`config.mk`:
```
export PLATFORM = sky130hd
export DESIGN_NAME = ssd_display_arbiter
export DESIGN_NICKNAME = d
export VERILOG_FILES = /design/src/rtl/ssd_display_arbiter.sv
export SDC_FILE = /design/constraint.sdc
export NUM_CORES = 1
export LEC_CHECK = 0
export ABC_AREA = 1
export CORE_MARGIN = 2
export CORE_UTILIZATION = 30
export DETAILED_ROUTE_END_ITERATION = 6
export GPL_TIMING_DRIVEN = 0
export PLACE_DENSITY_LB_ADDON = 0.2
export RECOVER_POWER = 25
export SLEW_MARGIN = 10
export SYNTH_ARGS = -nofsm -noshare
export SYNTH_HDL_FRONTEND = slang
export SYNTH_SLANG_ARGS = --single-unit
```
`constraint.sdc`:
```
create_clock -name clk -period 2.34 [get_ports clk]
set_input_delay 0.468 -clock clk [delete_from_list [all_inputs] [get_ports clk]]
set_output_delay 0.468 -clock clk [all_outputs]
set_load 0.05 [all_outputs]
```
`src/rtl/ssd_display_arbiter.sv`:
```
// ssd_display_arbiter
//   Shares one 8-digit seven-segment display between NREQ requesters.
//   Round-robin grant over a valid/ready handshake. Each accepted value is
//   held on the display for HOLD_CYCLES clocks so a human can read it.
//   disp_data_o feeds the seven-segment decoder's data input.
//
// Ports
//   clk, reset     : clock; synchronous active-high reset
//   req_valid      : per-requester request
//   req_data       : flattened values, requester i at [i*DW +: DW]
//   req_ready      : one-hot grant (combinational, 0 while reset is high)
//   disp_data_o    : value currently shown
//   disp_src_o     : index of the requester that owns disp_data_o
//   disp_valid_o   : a value has been accepted since reset
//   busy_o         : high while in HOLD
//
// Build option
//   SSD_ARB_PRIO_EN : requester 0 (trap cause) is high priority and may
//                     pre-empt a HOLD owned by any other requester.
module ssd_display_arbiter #(
    parameter int DW          = 32,
    parameter int NREQ        = 4,
    parameter int HOLD_CYCLES = 100000000,
    parameter int SW          = (NREQ > 1) ? $clog2(NREQ) : 1
) (
    input  logic                 clk,
    input  logic                 reset,
    input  logic [NREQ-1:0]      req_valid,
    input  logic [NREQ*DW-1:0]   req_data,
    output logic [NREQ-1:0]      req_ready,
    output logic [DW-1:0]        disp_data_o,
    output logic [SW-1:0]        disp_src_o,
    output logic                 disp_valid_o,
    output logic                 busy_o
);

    localparam int HCW = (HOLD_CYCLES > 1) ? $clog2(HOLD_CYCLES + 1) : 1;
    localparam logic [HCW-1:0] HOLD_INIT = HCW'(HOLD_CYCLES - 1);

    typedef enum logic {IDLE, HOLD} state_t;

    state_t          state, state_nxt;
    logic [SW-1:0]   rr_ptr;
    logic [HCW-1:0]  hold_cnt;

    logic            lo_any, hi_any;
    logic [SW-1:0]   lo_idx, hi_idx;
    logic            grant_on;
    logic [SW-1:0]   grant_idx;
    logic [SW-1:0]   ptr_after;
    logic [DW-1:0]   grant_data;

    // Round-robin search without modulo arithmetic: the lowest valid index
    // at or above rr_ptr wins; otherwise wrap to the lowest valid index.
    // Scanning downward leaves the lowest match in each variable.
    always_comb begin
        lo_any = 1'b0;
        lo_idx = '0;
        hi_any = 1'b0;
        hi_idx = '0;
        for (int i = NREQ - 1; i >= 0; i--) begin
            if (req_valid[i]) begin
                lo_any = 1'b1;
                lo_idx = SW'(i);
                if (SW'(i) >= rr_ptr) begin
                    hi_any = 1'b1;
                    hi_idx = SW'(i);
                end
            end
        end
    end

    // Next state and grant
    always_comb begin
        state_nxt = state;
        grant_on  = 1'b0;
        grant_idx = hi_any ? hi_idx : lo_idx;
        case (state)
            IDLE: begin
`ifdef SSD_ARB_PRIO_EN
                if (req_valid[0]) grant_idx = '0;
`endif
                if (lo_any) begin
                    grant_on  = 1'b1;
                    state_nxt = HOLD;
                end
            end
            HOLD: begin
`ifdef SSD_ARB_PRIO_EN
                // Trap pre-emption: restart the hold with requester 0's value.
                if (disp_src_o != '0 && req_valid[0]) begin
                    grant_on  = 1'b1;
                    grant_idx = '0;
                end else
`endif
                if (hold_cnt == '0) state_nxt = IDLE;
            end
            default: state_nxt = IDLE;
        endcase
        if (reset) grant_on = 1'b0;
    end

    always_comb begin
        req_ready  = '0;
        grant_data = '0;
        for (int i = 0; i < NREQ; i++) begin
            if (grant_idx == SW'(i)) begin
                req_ready[i] = grant_on;
                grant_data   = req_data[i*DW +: DW];
            end
        end
    end

    // Explicit wrap keeps rr_ptr in range for non-power-of-2 NREQ.
    assign ptr_after = (grant_idx == SW'(NREQ - 1)) ? '0 : grant_idx + 1'b1;
    assign busy_o    = (state == HOLD);

    always_ff @(posedge clk) begin
        if (reset) begin
            state        <= IDLE;
            rr_ptr       <= '0;
            hold_cnt     <= '0;
            disp_data_o  <= '0;
            disp_src_o   <= '0;
            disp_valid_o <= 1'b0;
        end else begin
            state <= state_nxt;
            if (grant_on) begin
                disp_data_o  <= grant_data;
                disp_src_o   <= grant_idx;
                disp_valid_o <= 1'b1;
                hold_cnt     <= HOLD_INIT;
                rr_ptr       <= ptr_after;
            end else if (state == HOLD && hold_cnt != '0) begin
                hold_cnt <= hold_cnt - 1'b1;
            end
        end
    end

endmodule
```
==> flow_summary.ini, run 1 <==
[outcome]
status = finished clean

[setup_path]
cp_cell_sequence = inv_2 > nand2_4 > nand2_2 > inv_2 > nand3_2 > nand2_4 > buf_6 > ha_4 > buf_8 > clkinvlp_4 > nor2_4 > buf_6
worstSetupPathType = reg2out
worst_setup_path_start_kind = flop
cp-end-kind = primary output
slowest_delay_ps = 360
path_max_fanout = 3
slowest_stage = dfxtp_2
worst_ep_required_time_ps = 1870
reg2regPathDepth = 12
worstPathArrival_ps = 1830

[routing]
drcViolationCount = 0
ant_nets = 0
first_pass_iters = 5
dr_total_vias = 5010
totalWireLength_mm = 16.0
wl_per_cell_microns = 15.4
drt-initial-drc-count = 306
vias_per_cell = 4.82

[place]
placedCellCount = 1008
gp_congestion = 0.864
place_area_sq_mm = 0.00615
preCtsSetupSlack_ps = -1720
hpwl_mm = 12.6
portBuffers = 173

[synthesis]
synthTopCellsByArea = dfxtp_1 (31%), nand2_1 (14%), o21ai_0 (10%)
synth_fp_nets = 795
synth_top_area_frac = 0.312
synth_top_area_cell = dfxtp_1
yosys.cell_types.count = 35
ys_async_sr_fraction = 0
synth_edf_count = 0
syn_avg_cell_area_sq_um = 6.37
yosys_warnings = 0
yosys-top-cells-count = nand2_1 (155), o21ai_0 (84), nor2_1 (75), dfxtp_1 (65), inv_1 (54)
syn-instance-count = 655
ys_seq_area_frac = 0.312
synth_flop_cell = dfxtp_1
synthMostInstantiatedCell = nand2_1
synth_area_sq_mm = 0.00417
ys_ff_latch = 65

[cells_and_area]
area_growth_pct = 60.6
nets = 994
drive_gt1_frac = 0.136
diodes = 0
fin_area_sq_mm = 0.00670
final_util = 0.489
final_cells = 1039

[grt]
grt_pass1_vias = 4924
antenna_found_initial = 0
grt_pass1_wl_mm = 25.3
grt_usage = 0.222
grt_max_degree = 11
grt.overflow.total = 0

[sta]
hold_viol = 0
hold_slack_ps = 450
setup_viol = 0
fin_ws_ps = 46.3
tightest_slew_ps = 654
rsz0062_at_grt = true
period_needed_ps = 2290
slew_headroom = 0.563
finalSetupTns_ps = 0
fmax_mhz = 436
slew_viol_final = 0
finalCritPeriodShare = 0.980
finalClockSkew_ps = 5.66

[min_path]
hp-class = reg2reg
hold-path-cell-count = 2

[cts]
cts_inserted_buffers = 9
cts_tree = yes
clk_pin_slew_ps = 60
postCtsHoldBufs = 0
clock-root-buffer = clkbuf_16
clockBufferDepth = 2
cts_sinks = 65
htreeDepth = 3
clk-insertion-delay-late_ps = 330

[floorplanning]
io_pins = 174
die_area_sq_mm = 0.0149
rows = 43
fp.dieW_microns = 122
die_h_microns = 122
core_area_sq_mm = 0.0137
start_util = 0.304

[power]
fin_total_pwr_mw = 5.60
leakagePower_nw = 2.74
powerDensity_mw_per_mm2 = 836
ir_drop_mv = 0.398

[run]
max_cap_viol_count = 0
==> cell type report <==
| type | instances | area (sq um) |
|---|---|---|
| sequential | 65 | 1300 |
| inverter | 56 | 224 |
| buffer | 33 | 206 |
| multi-input combinational | 497 | 2590 |
| clock inverter | 3 | 15.0 |
| timing repair buffer | 192 | 1870 |
| fill | 1457 | 7020 |
| tap | 180 | 225 |
| clock buffer | 13 | 260 |
==> layout by cell type (no fill, tap or decap), drive strengths merged, types with 2 or more instances in the layout <==
cell | Yosys | final
a21boi | 2 | 2
o21ai | 106 | 106
a31oi | 2 | 2
nand3 | 51 | 51
xnor2 | 6 | 6
a21oi | 24 | 24
clkdlybuf4s50 | 0 | 161
nand4 | 4 | 4
nor3 | 5 | 5
a22oi | 27 | 27
clkinv | 1 | 4
buf | 13 | 33
inv | 55 | 54
dlygate4sd3 | 0 | 4
ha | 6 | 6
dfxtp | 65 | 65
nor2 | 91 | 91
xor2 | 4 | 4
nand2 | 166 | 166
clkbuf | 24 | 39
==> registers in the layout, indices dropped and copies added, names as in the netlist <==
name and cells:
disp_valid_o 1, disp_src_o 2, hold_cnt 27, busy_o 1
rr_ptr 2, disp_data_o 32
==> final timing paths <==
path                   start         endpoint  slack [ps]
min          disp_data_o[29]  disp_data_o[29]         450
max reg2reg        rr_ptr[1]  disp_data_o[16]         180
min reg2reg  disp_data_o[29]  disp_data_o[29]         450
max                rr_ptr[1]     req_ready[2]          50
==> cells by family after synthesis <==
group,Yosys count,share of synthesized area
adders and majority gates,6,0.0180
DFF,65,0.312
and+or+nand+nor,319,0.339
AOI/OAI and AO/OA,162,0.219
xor gates and xnor gates,10,0.0210
buffers and inverters,93,0.0909
==> timing repair <==
| action | 4_1_cts | 5_1_grt |
|---|---|---|
| gates cloned | 0 | 0 |
| setup buffers | 12 | 7 |
| endpoints found under the hold margin | 0 | 0 |
| endpoints found under the setup margin | 36 | 36 |
| pin swaps | 7 | 14 |
| resized for setup | 78 | 29 |
==> per-layer routing <==
layer,up-vias,share of wire,global-route usage
li1,2556,-,-
met3,25,0.075,0.0721
met5,-,0,0
met2,169,0.47,0.375
met1,2260,0.43,0.266
met4,0,0.024,0.0697
==> worst max-delay path, delay by kind of cell (launching register included) <==
kind | cells | cell delay, ps
buffers and inverters | 6 | 600
and+or+nand+nor | 5 | 390
DFF | 1 | 360
adders and majority gates | 1 | 130
==> power breakdown <==
| part | switching (mW) | leakage [nW] | internal [mW] | total [mW] |
|---|---|---|---|---|
| sequential | 0.163 | 0.536 | 1.31 | 1.47 |
| clock | 0.492 | 0.139 | 0.770 | 1.26 |
| combinational | 1.77 | 2.07 | 1.10 | 2.87 |
| total | 2.42 | 2.74 | 3.18 | 5.60 |
Note: power is estimated with default switching activity, not from simulation.
==> run 2, diff against run 1 <==
DONT_BUFFER_PORTS = 1   (was unset)
==> run 2 against run 1 <==
Compared with the run above:
- the run now ends with negative setup slack left
- clock skew decreased by 1.6 ps
- clock power increased by 18%
- final area decreased by 24%
- register-to-register slack got worse by 40 ps
- final cell count decreased by 16%
- critical path type unchanged
==> flow_summary.ini, run 2 (synthesized netlist as in run 1, its figures left out) <==
[cells_and_area]
regArea_sq_mm = 0.00131
largest_reg_flops = 32
nets = 823
regMostFlops = disp_data_o
fill_cells = 1485
drive_gt1_frac = 0.169
area_growth_pct = 21.8
multi_input_area_sq_mm = 0.00263
top_regs = disp_data_o: 32 flops, hold_cnt: 27 flops
final_common_cell = nand2_1
mostFrequentLayoutCells = nand2_1 (150), o21ai_0 (79), nor2_1 (69), dfxtp_1 (62), nand3_1 (48)

[sta]
slew_headroom = 0.549
setup_viol = 2
hold_viol = 0
slew_viol_final = 0
fmax_mhz = 416
tightest_slew_ps = 676
finalClockSkew_ps = 4.09
fin_ws_ps = -66.2
period_needed_ps = 2410
rsz0062_at_grt = true
finalCritPeriodShare = 1.03
hold_slack_ps = 272

[setup_path]
worst_ep_required_time_ps = 1870
cp_cell_sequence = inv_1 > nand3_2 > a21boi_4 > nand2_4 > inv_4 > ha_4 > clkinvlp_4 > buf_8 > nor2_4
slowest_stage = dfxtp_2
reg2reg_to = disp_data_o[27]
slowest_delay_ps = 350
r2r_slack_ps = 140
worstPathArrival_ps = 1940
worst_setup_path_start_kind = flop
reg2regPathDepth = 18
worstSetupPathType = reg2out
reg2reg_from = rr_ptr[1]
cp-end-kind = primary output
path_max_fanout = 4

[power]
internal_power_mw = 3.06
fin_total_pwr_mw = 5.39
seqPwrFrac = 0.361
p_comb_frac = 0.363
leakagePower_nw = 2.09
net-switching-power_mw = 2.33
ir_drop_mv = 0.446
clkPwrFrac = 0.276
swShare = 0.433
powerDensity_mw_per_mm2 = 1060

[floorplanning]
start_util = 0.304
fp.dieW_microns = 122
die_area_sq_mm = 0.0149
core_area_sq_mm = 0.0137
io_pins = 174
rows = 43
die_h_microns = 122

[cts]
postCtsHoldBufs = 0
clk_pin_slew_ps = 50
cts_sinks = 65
cts_tree = yes
clock-root-buffer = clkbuf_16
clockBufferDepth = 2
clk-insertion-delay-late_ps = 320
htreeDepth = 3
cts_inserted_buffers = 9

[min_path]
hp-class = in2reg
min-delay-start = req_data[125]
hold-path-cell-count = 2
hold_end = disp_data_o[29]

[routing]
ant_nets = 0
dr_total_vias = 4411
drt-initial-drc-count = 190
totalWireLength_mm = 14.1
vias_per_cell = 5.08
first_pass_iters = 5
drcViolationCount = 0
wl_per_cell_microns = 16.3

[grt]
grt_pass1_vias = 4408
grt.overflow.total = 0
grt_pass1_wl_mm = 22.9
grt_max_degree = 11
antenna_found_initial = 1
grt_usage = 0.197

[run]
max_cap_viol_count = 0

[outcome]
status = finished, violations left
failed_checks = negative setup slack

[place]
portBuffers = 0
gp_congestion = 0.923
hpwl_mm = 11.0
[run 2: cell count changes in the layout (fill, tap and decap cells not counted), moves of 4 or more]
cell | previous run | this run
clkdlybuf4s50_1 | 161 | 0
o21ai_0 | 84 | 79
o21ai_1 | 22 | 27
buf_4 | 19 | 23
dlygate4sd3_1 | 4 | 0
[run 2: critical path: cells and delay by family (launching register included)]
family | cells | cell delay, ps
AND/OR/NAND/NOR | 3 | 450
AO/OA/AOI/OAI | 1 | 220
adder cells (fa/ha/maj) | 1 | 150
buffers and inverters | 4 | 440
flip-flops | 1 | 350
[run 2: through the flow]
step                      TNS, ps  worst slack, ps  std cells   util  cell area, sq um
after floorplan              -137            -81.3        655      -              4200
after global placement     -13650             -565        835  0.322              4420
after detailed placement   -15960             -574        835  0.322              4420
after CTS                   -78.4            -70.2        860  0.363              4980
after global routing         -443             -134        868  0.370              5080
final                        -123            -66.2        868  0.370              5080
[run 2: how the worst max path moves through the flow]
stage                       startpoint      endpoint  slack, ps  cells after the start
after CTS                    rr_ptr[1]  req_ready[3]        -70                     10
after global routing         rr_ptr[0]  req_ready[3]       -130                      9
after global placement          busy_o  req_ready[0]       -570                      4
final                        rr_ptr[0]  req_ready[3]        -70                      9
after detailed placement        busy_o  req_ready[0]       -570                      4
after floorplan           req_valid[2]  req_ready[3]        -80                     11
[run 2: power groups by stage]
| stage | Sequential [mW] | Clock [mW] | Combinational, mW |
|---|---|---|---|
| 2_1_floorplan | 1.89 | 0 | 1.32 |
| 3_3_place_gp | 1.96 | 0 | 1.66 |
| 3_5_place_dp | 1.96 | 0 | 1.69 |
| 4_1_cts | 1.94 | 1.52 | 1.85 |
| 5_1_grt | 1.97 | 1.57 | 2.20 |
| 6_report | 1.95 | 1.49 | 1.95 |
[run 2: timing repair]
item / 4_1_cts / 5_1_grt
endpoints found under the setup margin: 36 / 36
pin swaps: 8 / 8
setup buffers: 13 / 8
gates resized for setup: 43 / 27
[run 2: layout make-up]
| class | instances | share of cell area |
|---|---|---|
| antenna | 1 | 0.000492 |
| multi-input combinational | 497 | 0.517 |
| buffer | 33 | 0.0414 |
| tap | 180 | 0.0443 |
| inverter | 56 | 0.0433 |
| clock buffer | 13 | 0.0532 |
| sequential | 65 | 0.257 |
| clock inverter | 2 | 0.0118 |
| timing repair buffer | 21 | 0.0310 |
[run 2: metal layers]
metal / share of wire / global-route usage / vias up
li1: - / - / 2200
met5: 0 / 0 / -
met4: 0.038 / 0.0826 / 0
met3: 0.075 / 0.0501 / 27
met1: 0.42 / 0.244 / 2003
met2: 0.46 / 0.324 / 181
==> edit 1 (settings of run 2) <==
Add a define of `SSD_ARB_PRIO_EN`.
--- a/src/rtl/ssd_display_arbiter.sv
+++ b/src/rtl/ssd_display_arbiter.sv
@@ -17,6 +17,8 @@
 // Build option
 //   SSD_ARB_PRIO_EN : requester 0 (trap cause) is high priority and may
 //                     pre-empt a HOLD owned by any other requester.
+`define SSD_ARB_PRIO_EN
+
 module ssd_display_arbiter #(
     parameter int DW          = 32,
     parameter int NREQ        = 4,
Function: changed (Yosys sat finds a counterexample within 4 cycles, from zero or initial values and one cycle with reset high).
==> edit 1 against run 2 <==
  * The run still ends with negative setup slack left
  * Count of clock-buffer cells in the layout unchanged
  * Wire length fell by 0.79%
  * Sequential cell count unchanged
  * Synthesized area down 0.99%
  * Worst setup slack got worse by 0.12 ns
  * Sequential power up 7%
  * Clock skew increased by 0.0041 ns
  * Design area increased by 5.0%
  * Total power up 8.7%
  * Critical endpoint is now req_ready[2]
==> edit 1: results (changes against run 2) <==
failing checks = negative setup slack
CTS sink count = 65 (unchanged)
post-route setup slack = -0.185 ns (-0.119 ns)
All-Layer GR Usage = 18.9% (-0.82 points)
first-pass GRT wire length = 21.7 mm (-4.9%)
mux contribution to synthesized area = 0% (unchanged)
Hold Crit Start = reset
sequential area share after synthesis = 31.5% (+0.31 points)
Reg-to-Reg Start = rr_ptr[1]$_SDFFE_PP0P_
Setup crit end = req_ready[2]
most frequent cells after synthesis = 220 x nand2_1, 83 x nor2_1, 77 x o21ai_0, 65 x dfxtp_1, 60 x a21oi_1
Int Power = 0.00325 W (+6.3%)
Place WS = -0.670 ns (-0.0963 ns)
clk root buf = clkbuf_16
Yosys cell types = 28 (-20%)
Post-Syn Nets = 827 (+4.0%)
Peak VDD IR = 482 uV (+8.1%)
compound-gate portion of the synthesized area = 20.3% (-1.6 points)
layout cell share with drive strength beyond 1 = 19.9% (+3.1 points)
adder-cell share of the synthesized area = 1.51% (-0.28 points)
Avg WL per Cell = 15.3 um (-5.7%)
Nets = 871 (+5.8%)
Clk pin slew, worst setup/hold paths = 0.06 ns
IO Port Bufs = 0 (unchanged)
CP peak stage delay = 0.38 ns (+0.03 ns)
antenna violations before repair = 0 (-1)
xor/xnor cell area share of the yosys netlist = 2.12% (+0.021 points)
Worst Path Arrival = 2.06 ns (+0.12 ns)
Placed Instances = 864 (+3.5%)
share of the synthesized area in the top cell type = 31.5% (+0.31 points)
Worst slew margin = 50.3% (-4.7 points)
Fillers = 1467 (-1.2%)
Worst Path Max Fanout = 4 (unchanged)
Pre-Repair DR Iteration Count = 5 (unchanged)
largest net degree at the start of global routing = 12 (+1)
Leak = 2.51 nW (+20%)
vias per cell = 4.94 (-2.8%)
HPWL Detailed = 10.5 mm (-4.1%)
Final GP Congestion = 0.903 (-2.2%)
Setup CP Type = flip-flop to output port
# setup viols final = 15 (+13)
warnings from Yosys = 0 (unchanged)
diode count = 0 (-1)
Max Clock Skew = 0.00821 ns (+0.00412 ns)
Synth Area per Inst = 6.01 um^2 (-5.7%)
R2R Setup Slk = -0.05 ns (-0.19 ns)
H-tree depth reported by CTS = 3 (unchanged)
status = finished, violations left
vias in the first global route = 4262 (-3.3%)
1st-iter DRT viols = 220 (+16%)
ranking of synthesized cells by area = dfxtp_1 31%, nand2_1 20%, o21ai_0 9.3%
TritonCTS buffer count = 9 (unchanged)
critical path's slowest cell = dfxtp_4
final std cells w/o fill = 913 (+5.2%)
reg2reg end = disp_data_o[0]$_SDFFE_PP0P_
==> edit 1: final cells by class <==
class                           count  area, um^2  area share [%]
Tap cell                          176         220            4.13
Timing Repair Buffer               37         329            6.17
Clock inverter                      3        40.0           0.750
Buffer                             31         259            4.85
Clock buffer                       13         260            4.88
Sequential cell                    65        1320            24.7
Inverter                           60         238            4.45
Multi-Input combinational cell    528        2670            50.1
==> edit 1: logic make-up (layout without fill, tap and decap cells) <==
family                     count (synthesis)  count (layout)
and+or+nand+nor                          355             355
AOI/OAI and AO/OA                        158             158
buffers and inverters                     95             144
DFF                                       65              65
xor gates and xnor gates                  10              10
adders and majority gates                  5               5
==> edit 1: how the worst min path moves through the flow <==
stage                                     end  cells past startpoint  slack [ns]
global placement    hold_cnt[25]$_SDFFE_PP0P_                      2        0.46
CTS                  hold_cnt[0]$_SDFFE_PP0P_                      1        0.19
floorplan           hold_cnt[25]$_SDFFE_PP0P_                      2        0.45
detailed placement  hold_cnt[25]$_SDFFE_PP0P_                      2        0.47
global route         hold_cnt[0]$_SDFFE_PP0P_                      1        0.21
finish               hold_cnt[0]$_SDFFE_PP0P_                      1        0.21
==> edit 1: power by group through the flow <==
stage                     clock network [W]  logic (W)  registers (W)
after floorplan                           0    0.00141        0.00201
after global placement                    0    0.00176        0.00209
after detailed placement                  0    0.00180        0.00208
after CTS                           0.00141    0.00218        0.00207
after global routing                0.00145    0.00272        0.00211
final                               0.00136    0.00242        0.00208
==> edit 1: stage by stage <==
stage / utilization (%) / setup TNS (ns) / total power, W / area, um^2 / hold slack (ns)
2_1_floorplan: - / -0.0813 / 0.00342 / 4170 / 0.453
3_3_place_gp: 32.9 / -16.28 / 0.00385 / 4390 / 0.464
3_5_place_dp: 32.9 / -19.43 / 0.00388 / 4390 / 0.467
4_1_cts: 38.2 / -2.46 / 0.00566 / 5100 / 0.194
5_1_grt: 40.0 / -6.13 / 0.00628 / 5340 / 0.205
6_report: 40.0 / -0.723 / 0.00586 / 5340 / 0.206
==> edit 1: worst max-delay path: cells and delay by family (launching register included) <==
family / cells / cell delay [ns]
and+or+nand+nor: 4 / 0.68
DFF: 1 / 0.38
buffers and inverters: 4 / 0.33
AOI/OAI and AO/OA: 2 / 0.17
adders and majority gates: 1 / 0.18
==> edit 1: what timing repair did <==
action,in CTS,in global routing
hold endpoints to repair,0,0
endpoints found under the setup margin,36,36
resized for setup,107,77
gates cloned,3,0
buffers inserted,19,17
hold buffers,0,0
pin swaps,13,44
==> edit 1: layer usage <==
| layer | GRT usage, % | up-vias | part of all wire (%) |
|---|---|---|---|
| met5 | 0 | - | 0 |
| met4 | 5.60 | 0 | 2.1 |
| met3 | 4.04 | 18 | 6.1 |
| met2 | 32.5 | 155 | 50 |
| met1 | 23.6 | 2033 | 42 |
| li1 | - | 2305 | - |
==> edit 2 (config.mk and constraints of run 2) <==
Without the edit above. Reset style: asynchronous (`reset`), changed in one clocked block. Comments in the files are not updated.
--- a/src/rtl/ssd_display_arbiter.sv
+++ b/src/rtl/ssd_display_arbiter.sv
@@ -115,7 +115,7 @@
     assign ptr_after = (grant_idx == SW'(NREQ - 1)) ? '0 : grant_idx + 1'b1;
     assign busy_o    = (state == HOLD);
 
-    always_ff @(posedge clk) begin
+    always_ff @(posedge clk or posedge reset) begin
         if (reset) begin
             state        <= IDLE;
             rr_ptr       <= '0;
Formal check against the unedited RTL: differs if reset is asserted again (counterexample within 4 cycles, from zero or initial values and one cycle with reset high); with reset held inactive, the same outputs for 10 cycles.
==> edit 2 against run 2 <==
  * The flow finishes with violations (design-rule violations, negative hold slack, negative setup slack)
  * Maximum frequency down 4.2%
  * Largest cell class unchanged
  * Synthesized area up 1.5%
  * Sequential cell count unchanged
  * Wire length up 3.3%
  * Non-clock buffer count down 3
  * Design area up 2.0%
  * Worst setup slack worse by 0.11 ns
  * Critical path depth down 1
  * Highest routed layer unchanged
Power is not compared: it rests on default switching activity, and its combinational part moved more than twofold at a synthesized area within 25%.
==> edit 2: results (changes against run 2) <==
Clock Latency Late Sink = 0.33 ns
failing checks = design-rule violations, negative hold slack, negative setup slack
clk root buf = clkbuf_16
Async SR Flop Fraction = 100% (+100 points)
most frequent cells after synthesis = 172 x nand2_1, 66 x a21oi_1, 65 x dfrtp_1, 51 x nor2_1, 39 x inv_1
biggest regs = disp_data_o (32), hold_cnt (27)
sequential area share after synthesis = 38.4% (+7.2 points)
Final GP Congestion = 0.814 (-12%)
Min-Delay Path Class = primary input to async pin
final std cells w/o fill = 796 (-8.3%)
clock buffer depth = 2 (unchanged)
Post-synth EDFFs = 0 (unchanged)
Placed Instances = 766 (-8.3%)
critical path's slowest cell = dfrtp_2
TritonCTS buffer count = 9 (unchanged)
All-Layer GR Usage = 18.5% (-1.2 points)
largest net degree at the start of global routing = 36 (+25)
warnings from Yosys = 0 (unchanged)
Worst Path Arrival = 2.04 ns (+0.10 ns)
CP Capture Type = output port
vias in the first global route = 4084 (-7.4%)
Nets = 754 (-8.4%)
Max Clock Skew = 0.00462 ns (+0.000532 ns)
final hold slack = -0.00188 ns (-0.274 ns)
ranking of synthesized cells by area = dfrtp_1 38%, nand2_1 15%, a21oi_1 7.8%
status = finished, violations left
antenna violations before repair = 0 (-1)
Leak = 2.50 nW
1st-iter DRT viols = 401 (+110%)
CP delay by family, top = flip-flops
DR DRC count = 1 (+1)
IO Port Bufs = 0 (unchanged)
Worst Path Max Fanout = 4 (unchanged)
# setup viols final = 4 (+2)
CP peak stage delay = 0.45 ns (+0.10 ns)
Pre-Repair DR Iteration Count = 7 (+2)
Yosys cell types = 34 (-2.9%)
first-pass GRT wire length = 21.6 mm (-5.3%)
H-tree depth reported by CTS = 3 (unchanged)
diode count = 0 (-1)
layout cell share with drive strength beyond 1 = 15.9% (-0.98 points)
post-route setup slack = -0.172 ns (-0.106 ns)
total number of vias = 4342 (-1.6%)
Post-Syn Nets = 725 (-8.8%)
Clk pin slew, worst setup/hold paths = 0.05 ns (about the same)
CP Launch Type = flip-flop
Worst Max-Slew Pin Slew = 0.923 ns (+0.247 ns)
Synth Area per Inst = 7.24 um^2 (+14%)
Peak VDD IR = 284 uV
aggregate routed wire length = 14.6 mm (+3.3%)
HPWL Detailed = 10.5 mm (-4.3%)
hold violation count in the final report = 3 (+3)
## edit 2: per-layer routing
layer  part of all wire, %  vias to the layer above  GRT usage (%)  routed length, um
li1                      -                     2038              -                  -
met1                    44                     2104           25.1               6380
met2                    48                      173           29.3               7050
met3                   6.3                       27           4.88                918
met4                   1.5                        0           4.74                225
met5                     0                        -              0                  0
## edit 2: worst paths after layout
kind	from	to	cells past startpoint	slack, ns
max	rr_ptr[1]$_DFFE_PP0P_	req_ready[3]	8	-0.17
min	reset	hold_cnt[13]$_DFFE_PP0P_	1	-0.002
max reg2reg	rr_ptr[1]$_DFFE_PP0P_	disp_data_o[18]$_DFFE_PP0P_	15	0.05
min reg2reg	hold_cnt[26]$_DFFE_PP0P_	hold_cnt[26]$_DFFE_PP0P_	2	0.48
max in group asynchronous	reset	disp_data_o[0]$_DFFE_PP0P_	2	1.14
min in group clk	req_data[125]	disp_data_o[29]$_DFFE_PP0P_	2	0.34
## edit 2: kinds of logic after synthesis
| logic type | share of synthesized area (%) |
|---|---|
| xor+xnor | 1.45 |
| flops | 38.4 |
| buf+inv | 7.53 |
| compound gates | 23.6 |
| fa+ha+maj | 1.77 |
| simple gates | 27.3 |
## edit 2: timing repair
| action | 4_1_cts | 5_1_grt |
|---|---|---|
| setup endpoints to repair | 36 | 40 |
| resized for setup | 50 | 40 |
| pin swaps | 10 | 21 |
| buffers inserted | 14 | 6 |
| cloned | 0 | 3 |
## edit 2: cell type report
cell class              count  area, um^2
fillers                  1421        8640
multi-input cells         445        2460
flip-flops and latches     65        1630
clock buffers              12         246
plain buffers              29         234
well taps                 180         225
repair buffers             22         198
inverters                  41         183
clock inverters             1        5.00
repair inverters            1        5.00
## edit 2: power breakdown
part           total, W  switching, W  internal [W]
Clock           0.00121      0.000481      0.000727
Combinational  0.000318      0.000194      0.000123
Sequential      0.00112             0       0.00112
## edit 2: per-stage QoR
| step | area, um^2 | setup TNS, ns | setup slack [ns] | hold WS [ns] | total power [W] |
|---|---|---|---|---|---|
| final | 5180 | -0.382 | -0.172 | -0.00188 | 0.00265 |
| after CTS | 5060 | -0.560 | -0.166 | 0.159 | 0.00265 |
| after floorplan | 4300 | -2.90 | -0.177 | 0.452 | 0.00132 |
| after global placement | 4520 | -61.25 | -1.13 | 0.468 | 0.00138 |
| after global routing | 5180 | -0.868 | -0.238 | 0.0158 | 0.00275 |
| after detailed placement | 4540 | -17.75 | -0.654 | 0.478 | 0.00138 |
